### config.mk
export PLATFORM = sky130hd
export DESIGN_NAME = hilo_muldiv_controller
export DESIGN_NICKNAME = d
export VERILOG_FILES = /design/src/rtl/hilo_muldiv_pkg.sv /design/src/rtl/iterative_muldiv_datapath.sv /design/src/rtl/hilo_muldiv_controller.sv
export SDC_FILE = /design/constraint.sdc
export NUM_CORES = 1
export LEC_CHECK = 0
export ABC_AREA = 1
export BUFFER_PORTS_ARGS = -buffer_cell sky130_fd_sc_hd__buf_2
export CAP_MARGIN = 10
export CELL_PAD_IN_SITES_DETAIL_PLACEMENT = 0
export CELL_PAD_IN_SITES_GLOBAL_PLACEMENT = 1
export CORE_MARGIN = 5
export CORE_UTILIZATION = 40
export DETAILED_ROUTE_END_ITERATION = 7
export PLACE_DENSITY_LB_ADDON = 0.1
export SLEW_MARGIN = 40
export SYNTH_ARGS = -nofsm -noshare
export SYNTH_HDL_FRONTEND = slang
export SYNTH_HIERARCHICAL = 1
export SYNTH_SLANG_ARGS = --single-unit
### constraint.sdc
create_clock -name Clk -period 6.8 [get_ports Clk]
set_clock_uncertainty 0.15 [all_clocks]
set_input_delay 0.68 -clock Clk [delete_from_list [all_inputs] [get_ports Clk]]
set_output_delay 0.68 -clock Clk [all_outputs]
set_load 0.01 [all_outputs]
### src/rtl/hilo_muldiv_pkg.sv
// Shared encodings for the Hi/Lo multiply/divide controller.
package hilo_muldiv_pkg;

  localparam int unsigned ITER_COUNT = 32;

  typedef enum logic [2:0] {
    OP_MULT  = 3'b000,
    OP_MULTU = 3'b001,
    OP_DIV   = 3'b010,
    OP_DIVU  = 3'b011,
    OP_MADD  = 3'b100,
    OP_MSUB  = 3'b101,
    OP_MTHI  = 3'b110,
    OP_MTLO  = 3'b111
  } op_e;

  typedef enum logic [1:0] {
    ST_IDLE = 2'd0,
    ST_CALC = 2'd1,
    ST_DONE = 2'd2
  } state_e;

  function automatic logic is_signed_op(input op_e op);
    return (op == OP_MULT) || (op == OP_DIV) || (op == OP_MADD) || (op == OP_MSUB);
  endfunction

  function automatic logic is_div_op(input op_e op);
    return (op == OP_DIV) || (op == OP_DIVU);
  endfunction

  function automatic logic is_move_op(input op_e op);
    return (op == OP_MTHI) || (op == OP_MTLO);
  endfunction

endpackage

### src/rtl/iterative_muldiv_datapath.sv
// Radix-2 shift-add multiplier / restoring divider sharing one 64-bit register.
// Multiply: acc = {partial, multiplier}; divide: acc = {remainder, quotient}.
module iterative_muldiv_datapath
  import hilo_muldiv_pkg::*;
(
  input  logic        clk,
  input  logic        rst,
  input  logic        load,
  input  logic        step,
  input  logic        is_div,
  input  logic [31:0] load_val,
  input  logic [31:0] operand_b,
  output logic [63:0] acc
);

  logic [63:0] acc_q, acc_d;
  logic [31:0] addend;
  logic [32:0] add_sum;
  logic [32:0] trial;
  logic [32:0] sub_diff;

  always_comb begin
    acc_d    = acc_q;
    addend   = acc_q[0] ? operand_b : '0;
    add_sum  = {1'b0, acc_q[63:32]} + {1'b0, addend};
    trial    = {acc_q[63:32], acc_q[31]};
    sub_diff = trial - {1'b0, operand_b};
    if (load) begin
      acc_d = {32'd0, load_val};
    end else if (step) begin
      if (is_div) begin
        if (!sub_diff[32]) acc_d = {sub_diff[31:0], acc_q[30:0], 1'b1};
        else               acc_d = {trial[31:0],    acc_q[30:0], 1'b0};
      end else begin
        acc_d = {add_sum, acc_q[31:1]};
      end
    end
  end

  always_ff @(posedge clk or posedge rst) begin
    if (rst) acc_q <= '0;
    else     acc_q <= acc_d;
  end

  assign acc = acc_q;

endmodule

### src/rtl/hilo_muldiv_controller.sv
// Hi/Lo multiply/divide controller: FSM, operand latch, sign fix and accumulate.
module hilo_muldiv_controller
  import hilo_muldiv_pkg::*;
(
  input  logic        Clk,
  input  logic        Rst,
  input  logic        Start,
  input  logic [2:0]  Op,
  input  logic [31:0] A,
  input  logic [31:0] B,
  input  logic [31:0] HiIn,
  input  logic [31:0] LoIn,
  input  logic        ReadReq,
  output logic        Busy,
  output logic        Stall,
  output logic        HiLoWrite,
  output logic [31:0] WriteHiData,
  output logic [31:0] WriteLoData,
  output logic        DivByZero
);

  state_e      state_q, state_d;
  op_e         op_q, op_d, op_in;
  logic [31:0] a_q, a_d, b_q, b_d, hi_q, hi_d, lo_q, lo_d;
  logic [5:0]  cnt_q, cnt_d;
  logic        dbz_q, dbz_d;
  logic [31:0] wr_hi_q, wr_hi_d, wr_lo_q, wr_lo_d;

  logic        dp_load, dp_step;
  logic [31:0] mag_a_in, mag_b;
  logic [63:0] dp_acc;
  logic        neg_res;
  logic [63:0] prod_s;
  logic [31:0] quo_raw, rem_raw, quo_s, rem_s;
  logic [63:0] result;

  assign op_in    = op_e'(Op);
  assign mag_a_in = (is_signed_op(op_in) && A[31]) ? -A : A;
  // Divisor/multiplicand magnitude comes from the latched B, stable during CALC.
  assign mag_b    = (is_signed_op(op_q) && b_q[31]) ? -b_q : b_q;

  iterative_muldiv_datapath u_dp (
    .clk       (Clk),
    .rst       (Rst),
    .load      (dp_load),
    .step      (dp_step),
    .is_div    (is_div_op(op_q)),
    .load_val  (mag_a_in),
    .operand_b (mag_b),
    .acc       (dp_acc)
  );

  always_comb begin
    state_d = state_q;
    op_d    = op_q;
    a_d     = a_q;
    b_d     = b_q;
    hi_d    = hi_q;
    lo_d    = lo_q;
    cnt_d   = cnt_q;
    dbz_d   = dbz_q;
    dp_load = 1'b0;
    dp_step = 1'b0;
    case (state_q)
      ST_IDLE: begin
        if (Start) begin
          op_d  = op_in;
          a_d   = A;
          b_d   = B;
          hi_d  = HiIn;
          lo_d  = LoIn;
          cnt_d = '0;
          dbz_d = is_div_op(op_in) && (B == '0);
          if (is_move_op(op_in) || dbz_d) begin
            state_d = ST_DONE;
          end else begin
            state_d = ST_CALC;
            dp_load = 1'b1;
          end
        end
      end
      ST_CALC: begin
        dp_step = 1'b1;
        cnt_d   = cnt_q + 6'd1;
        if (cnt_q == 6'(ITER_COUNT - 1)) state_d = ST_DONE;
      end
      ST_DONE: state_d = ST_IDLE;
      default: state_d = ST_IDLE;
    endcase
  end

  always_comb begin
    neg_res = a_q[31] ^ b_q[31];
    prod_s  = neg_res ? -dp_acc : dp_acc;
    quo_raw = dp_acc[31:0];
    rem_raw = dp_acc[63:32];
    quo_s   = neg_res ? -quo_raw : quo_raw;
    rem_s   = a_q[31] ? -rem_raw : rem_raw;
    case (op_q)
      OP_MULT:  result = prod_s;
      OP_MULTU: result = dp_acc;
      OP_DIV:   result = {rem_s, quo_s};
      OP_DIVU:  result = dp_acc;
      OP_MADD:  result = {hi_q, lo_q} + prod_s;
      OP_MSUB:  result = {hi_q, lo_q} - prod_s;
      OP_MTHI:  result = {a_q, lo_q};
      OP_MTLO:  result = {hi_q, a_q};
      default:  result = {hi_q, lo_q};
    endcase
    if (dbz_q) result = {wr_hi_q, wr_lo_q};
    wr_hi_d = (state_q == ST_DONE) ? result[63:32] : wr_hi_q;
    wr_lo_d = (state_q == ST_DONE) ? result[31:0]  : wr_lo_q;
  end

  always_ff @(posedge Clk or posedge Rst) begin
    if (Rst) begin
      state_q <= ST_IDLE;
      op_q    <= OP_MULT;
      a_q     <= '0;
      b_q     <= '0;
      hi_q    <= '0;
      lo_q    <= '0;
      cnt_q   <= '0;
      dbz_q   <= 1'b0;
      wr_hi_q <= '0;
      wr_lo_q <= '0;
    end else begin
      state_q <= state_d;
      op_q    <= op_d;
      a_q     <= a_d;
      b_q     <= b_d;
      hi_q    <= hi_d;
      lo_q    <= lo_d;
      cnt_q   <= cnt_d;
      dbz_q   <= dbz_d;
      wr_hi_q <= wr_hi_d;
      wr_lo_q <= wr_lo_d;
    end
  end

  assign Busy        = (state_q != ST_IDLE);
  assign Stall       = Busy & (ReadReq | Start);
  assign HiLoWrite   = (state_q == ST_DONE) & ~dbz_q;
  assign DivByZero   = (state_q == ST_DONE) &  dbz_q;
  // In DONE the fresh result is presented combinationally; the flops hold it afterwards.
  assign WriteHiData = wr_hi_d;
  assign WriteLoData = wr_lo_d;

endmodule

After elaboration in Yosys (flattened, before gate mapping):

Index checks and enable logic that the tools add are counted.

* add/sub/neg operators: 10
* multipliers: 0
* div/mod/pow operators: 0
* $lt $le $gt $ge: 0
* eq/ne operators: 18
* shift operators: 0
* muxes and demuxes: 24
* bitwise gates (word level): 6
* reduce and logical (&&, ||, !) cells: 24

Operators by type and width (count)
* $pmux W64 S7: 1
* $mux W64: 6
* $mux W32: 7
* $neg A32 Y32: 4
* $add A64 B64 Y64: 1
* $neg A64 Y64: 1
* $sub A64 B64 Y64: 1
* $add A32 B32 Y33: 1
* $sub A33 B32 Y33: 1
* $logic_not A32 Y1: 1
* $eq A3 B3 Y1 const B: 8
* $eq A3 B2 Y1 const B: 4
* $pmux W6 S2: 1
* $logic_or A1 B1 Y1: 10
* $add A6 B1 Y6 const B: 1
* $eq A6 B5 Y1 const B: 1
* $logic_not A3 Y1: 2
* $mux W2: 3
* $mux W6: 1
* $reduce_and A2 Y1: 3
* $reduce_bool A2 Y1: 3
* $mux W1: 4
* $ne A2 B2 Y1 const B: 2
* $pmux W2 S2: 1
* 10 further kinds: 14

* register bits after elaboration: 268
* bits in latches: 0
* RAM bits: 0
* ROM bits: 0
* bits of input ports: 135
* output and inout bits: 68
* logic and storage cells: 93
* memories: 0

Logic depth before layout (Yosys ltp):

* depth after elaboration: 11
* mapped depth: 40

Hierarchy:

The synthesis kept the hierarchy.

By module, submodules not included
* hilo_muldiv_controller: instances 1, cells each 3303, area each 20483.4 um^2, seq. area each 5104.9 um^2
* iterative_muldiv_datapath: instances 1, cells each 1489, area each 8371.8 um^2, seq. area each 1601.5 um^2

Least setup slack after synthesis:

No wires, ideal clock.

* path type: register -> output
* start point: register u_dp.acc_q[0] (netlist: u_dp/acc[0])
* end point: output port WriteHiData[24]
* data arrival time: 4.251 ns
* required time: 5.970 ns
* slack: 1.719 ns
* cell stages (with the launch flop): 31
* buffers on the path: 0
* path through: dfrtp_1 -> inv_1 -> ha_1 -> nand2_4 -> nor2_8 -> nand3_2 -> nand3_2 -> nand2_2 -> nor2_2 -> nand2_1 -> nor2_4 -> nand2_4 -> nor2_1 -> inv_1 -> o41ai_1 -> xnor2_1 -> inv_1 -> ha_1 -> a21oi_1 -> nor2_1 -> nor2_1 -> o21ai_0 -> a21oi_1 -> inv_1 -> a221oi_1 -> nand2_1 -> a21oi_1 -> o21ai_0 -> nand2_1 -> nand2_1 -> o21ai_0

* longest elaborated chain between the ends: 6
* elaborated cells on any way between the ends: 7
* those cells by class: add/sub: 3; mux: 4

Ends and longest elaborated chain
* start, declared: line iterative_muldiv_datapath.sv:16 `logic [63:0] acc_q, acc_d;`
* start signal, assigned: line iterative_muldiv_datapath.sv:41 `if (rst) acc_q <= '0;`
* start signal, assigned: line iterative_muldiv_datapath.sv:42 `else acc_q <= acc_d;`
* $neg A64 Y64: line hilo_muldiv_controller.sv:94 `prod_s = neg_res ? -dp_acc : dp_acc;`
* $mux W64 (*): line hilo_muldiv_controller.sv:94
* $sub A64 B64 Y64 / $add A64 B64 Y64 (equally long branches): line hilo_muldiv_controller.sv:105, hilo_muldiv_controller.sv:104
* $pmux W64 S7 (*): line hilo_muldiv_controller.sv:99 `case (op_q)`
* $mux W64 (*): line hilo_muldiv_controller.sv:110 `if (dbz_q) result = {wr_hi_q, wr_lo_q};`
* $mux W32 (*): line hilo_muldiv_controller.sv:111 `wr_hi_d = (state_q == ST_DONE) ? result[63:32] : wr_hi_q;`
* end, declared: line hilo_muldiv_controller.sv:17 `output logic [31:0] WriteHiData,`

Mark *: on every way between the ends. The rest lies on a longest branch, timed or not.

Worst setup path after layout:

* start point: register a_q[31]
* end point: output port WriteHiData[31]

* longest elaborated chain between the ends: 6
* elaborated cells on any way between the ends: 8
* those cells by class: add/sub: 2; mux: 5; bitwise: 1

Ends and longest elaborated chain
* start, declared: line hilo_muldiv_controller.sv:24 `logic [31:0] a_q, a_d, b_q, b_d, hi_q, hi_d, lo_q, lo_d;`
* start signal, assigned: line hilo_muldiv_controller.sv:119 `a_q <= '0;`
* start signal, assigned: line hilo_muldiv_controller.sv:130 `a_q <= a_d;`
* $xor A1 B1 Y1: line hilo_muldiv_controller.sv:93 `neg_res = a_q[31] ^ b_q[31];`
* $mux W64: line hilo_muldiv_controller.sv:94
* $sub A64 B64 Y64 / $add A64 B64 Y64 (equally long branches): line hilo_muldiv_controller.sv:105, hilo_muldiv_controller.sv:104
* $pmux W64 S7 (*): line hilo_muldiv_controller.sv:99
* $mux W64 (*): line hilo_muldiv_controller.sv:110
* $mux W32 (*): line hilo_muldiv_controller.sv:111

Marked as above.

==> run_results.csv <==
group,metric,value,unit
sta,setup_viol,0,
global_routing,met1_usage,46.01,%
global_routing,gr-usage-met2,52.03,%
clock_tree,ctsRootBufferMaster,"clkbuf_16",
final_layout,drive_above_1_share,12.93,%
global_routing,grt-ovfl-total,0,
die,ios,203,
clock_tree,cts_max_level,2,
clock_tree,cts.sinks,268,
sta,max_slew.worst_pin.slew,0.9210,ns
global_routing,busiest_layer,"met2",
route,routed_via_density,5.477,
worst_setup_path,crit_top_cell,"nand2_1",
final_layout,ff_latch_area,6716,sq um
logic_synthesis,ys.warnings.count,6,
placement,place_inst,5879,
run,drv_cap,0,
outcome,status,"complete, no violations",
global_routing,grt_pass1_wl,194.3,mm
worst_setup_path,r2r-start,"op_q[2]",
die,die_x,278.6,microns
final_layout,layout_common_cells,"1487 x nand2_1, 655 x inv_1, 417 x nor2_1",
worst_setup_path,r2r_slack,0.40,ns
placement,dp_hpwl,108.3,mm
die,core_region_area,71490,sq um
sta,rsz0062_at_grt,"true",
logic_synthesis,async_reset_ff_share,100.0,%
sta,relSlewSlack,38.39,%
clock_tree,clock_latency,0.58,ns
global_routing,antenna_found_initial,2,
die,die_area,77610,sq um
final_layout,fillers,7830,
die,initial_utilization,40.36,%
logic_synthesis,post_synth.cell_area_avg,6.022,sq um
logic_synthesis,syn_area,28860,sq um
sta,fin_crit_sh,97.80,%
route,drtPass1Iterations,8,
sta,fmax,0.1504,GHz
route,drt_iter0_markers,3339,
worst_setup_path,startpoint_type,"register",
worst_setup_path,reg2reg_depth,24,
clock_tree,tritoncts,"done",
worst_setup_path,path_max_fanout,25,
logic_synthesis,ys_ff_latch,268,
worst_setup_path,cpMaxStageDelayCell,"dfrtp_1",
die,rows,98,
min_path,hp-class,"in -> async",
logic_synthesis,synth_cells,4792,
final_layout,area_delta_synth_final,14.37,%
global_routing,met3_usage,3.800,%
clock_tree,cts_made_buffers,36,
die,die_h,278.6,microns
worst_setup_path,cp.required,5.97,ns
logic_synthesis,synth_ff_type,"dfrtp_1",
route,route.detailed.drc,0,
placement,pre_cts_ws,-0.07709,ns
placement,gp_congestion,0.9783,
logic_synthesis,ys_seq_area_share,23.24,%
sta,setup_ws,0.1495,ns
clock_tree,clkTransAtPathRegs,0.06,ns
route,avgRoutedWirePerCell,22.42,microns
final_layout,fin_nets,5258,
global_routing,gr-usage-all-layers,32.84,%
final_layout,final_common_cell,"nand2_1",
worst_setup_path,reg2reg_to,"u_dp/acc[40]",
clock_tree,clockBufferDepth,3,
route,ant_nets,0,
logic_synthesis,ys_types,69,
worst_setup_path,arrival,5.82,ns
final_layout,fin_cells,5964,
worst_setup_path,crit_path_end_kind,"primary output",
route,dr_total_vias,32662,
logic_synthesis,synth_edf_count,0,
route,drt_wl_total,133.7,mm
logic_synthesis,syn-num-nets,5062,
worst_setup_path,crit_type,"reg -> out",
global_routing,grt_max_degree,91,
sta,hold_viol,0,
sta,period_minus_slack,6.651,ns
sta,drv_slew,0,
worst_setup_path,cpPeakStageDelay,0.43,ns
global_routing,grt_pass1_vias,30270,
placement,port_buffers,202,
final_layout,multi_input_area,19550,sq um
[stage by stage]
stage	util (%)	instance area, sq um	TNS, ns	hold WS (ns)
CTS	45.34	32410	0	0.07259
global route	46.16	33000	-0.2210	0.09276
detailed placement	43.49	31090	-0.1025	0.3098
finish	46.17	33000	0	0.05013
floorplan	-	28860	0	0.3097
global placement	43.46	31070	-0.08115	0.3072
[layer usage]
| layer | part of all wire [%] | wire, microns |
|---|---|---|
| met1 | 44 | 58970 |
| met2 | 44 | 59080 |
| met3 | 6.9 | 9218 |
| met4 | 4.8 | 6432 |
| met5 | 0 | 0 |
[worst max-delay path by stage]
stage / start / end / slack, ns / depth (start not counted)
after global routing: u_dp/acc[22] / WriteHiData[26] / -0.07 / 31
after floorplan: Rst / a_q[0] / 0.40 / 1
after detailed placement: u_dp/acc[1] / WriteHiData[21] / -0.08 / 32
after global placement: b_q[31] / WriteHiData[21] / -0.06 / 31
final: a_q[31] / WriteHiData[31] / 0.15 / 33
after CTS: u_dp/acc[1] / WriteHiData[22] / 0.007 / 30
[kinds of logic after synthesis]
| family | Yosys count | share of synthesized area, % |
|---|---|---|
| flops | 268 | 23.24 |
| buf+inv | 828 | 11.14 |
| fa+ha+maj | 135 | 5.932 |
| simple gates | 2561 | 38.15 |
| compound gates | 861 | 17.31 |
| xor+xnor | 139 | 4.219 |
[timing repair]
action                     CTS  global route
gates cloned                 0             1
hold buffers                 0             0
setup buffers                6            14
resized for setup           19           136
pin swaps                    3            23
setup endpoints to repair   20            34
[critical path: cells and delay by family, from the launching register on]
family                     cells  cell delay, ns
buffers and inverters          7            1.16
and+or+nand+nor               20            2.21
DFF                            1            0.43
adders and majority gates      1            0.39
AOI/OAI and AO/OA              5            1.05
[cell usage after synthesis (17+ instances only)]
cell type / n / area, sq um
nand2_1: 1496 / 5615
nand3_1: 306 / 1531
xnor2_1: 43 / 376.6
nor2_4: 17 / 191.4
ha_1: 132 / 1652
clkbuf_1: 113 / 424.2
o21ai_0: 340 / 1702
a31oi_1: 39 / 244.0
nand2_2: 53 / 331.6
dfrtp_1: 268 / 6706
o22ai_1: 20 / 125.1
xor2_1: 96 / 840.8
o21ai_1: 17 / 85.08
o211ai_1: 38 / 285.3
a221oi_1: 19 / 166.4
inv_1: 667 / 2504
nor2_1: 456 / 1712
nand4_1: 57 / 356.6
a21oi_1: 257 / 1286
nor4_1: 27 / 168.9
nor3_1: 48 / 240.2
a21o_1: 17 / 127.6
nor2_2: 24 / 150.1
o221ai_1: 19 / 166.4
[registers in the layout, summed over array words and instances, names as in the netlist]
signal    cells
op_q          3
b_q          32
u_dp/acc     64
cnt_q         6
a_q          32
wr_hi_q      32
lo_q         32
state_q       2
wr_lo_q      32
hi_q         32
dbz_q         1
[cell type report]
| type | count | area share (%) |
|---|---|---|
| Multi-Input combinational cell | 3697 | 59.22 |
| Sequential cell | 268 | 20.35 |
| Inverter | 685 | 7.829 |
| Timing Repair Buffer | 300 | 5.361 |
| Tap cell | 950 | 3.602 |
| Clock buffer | 45 | 2.984 |
| Clock inverter | 17 | 0.6369 |
| Antenna cell | 2 | 0.01516 |
Power is not shown: default switching activity piles up to over one toggle a cycle in this logic, so the estimate is an artifact.
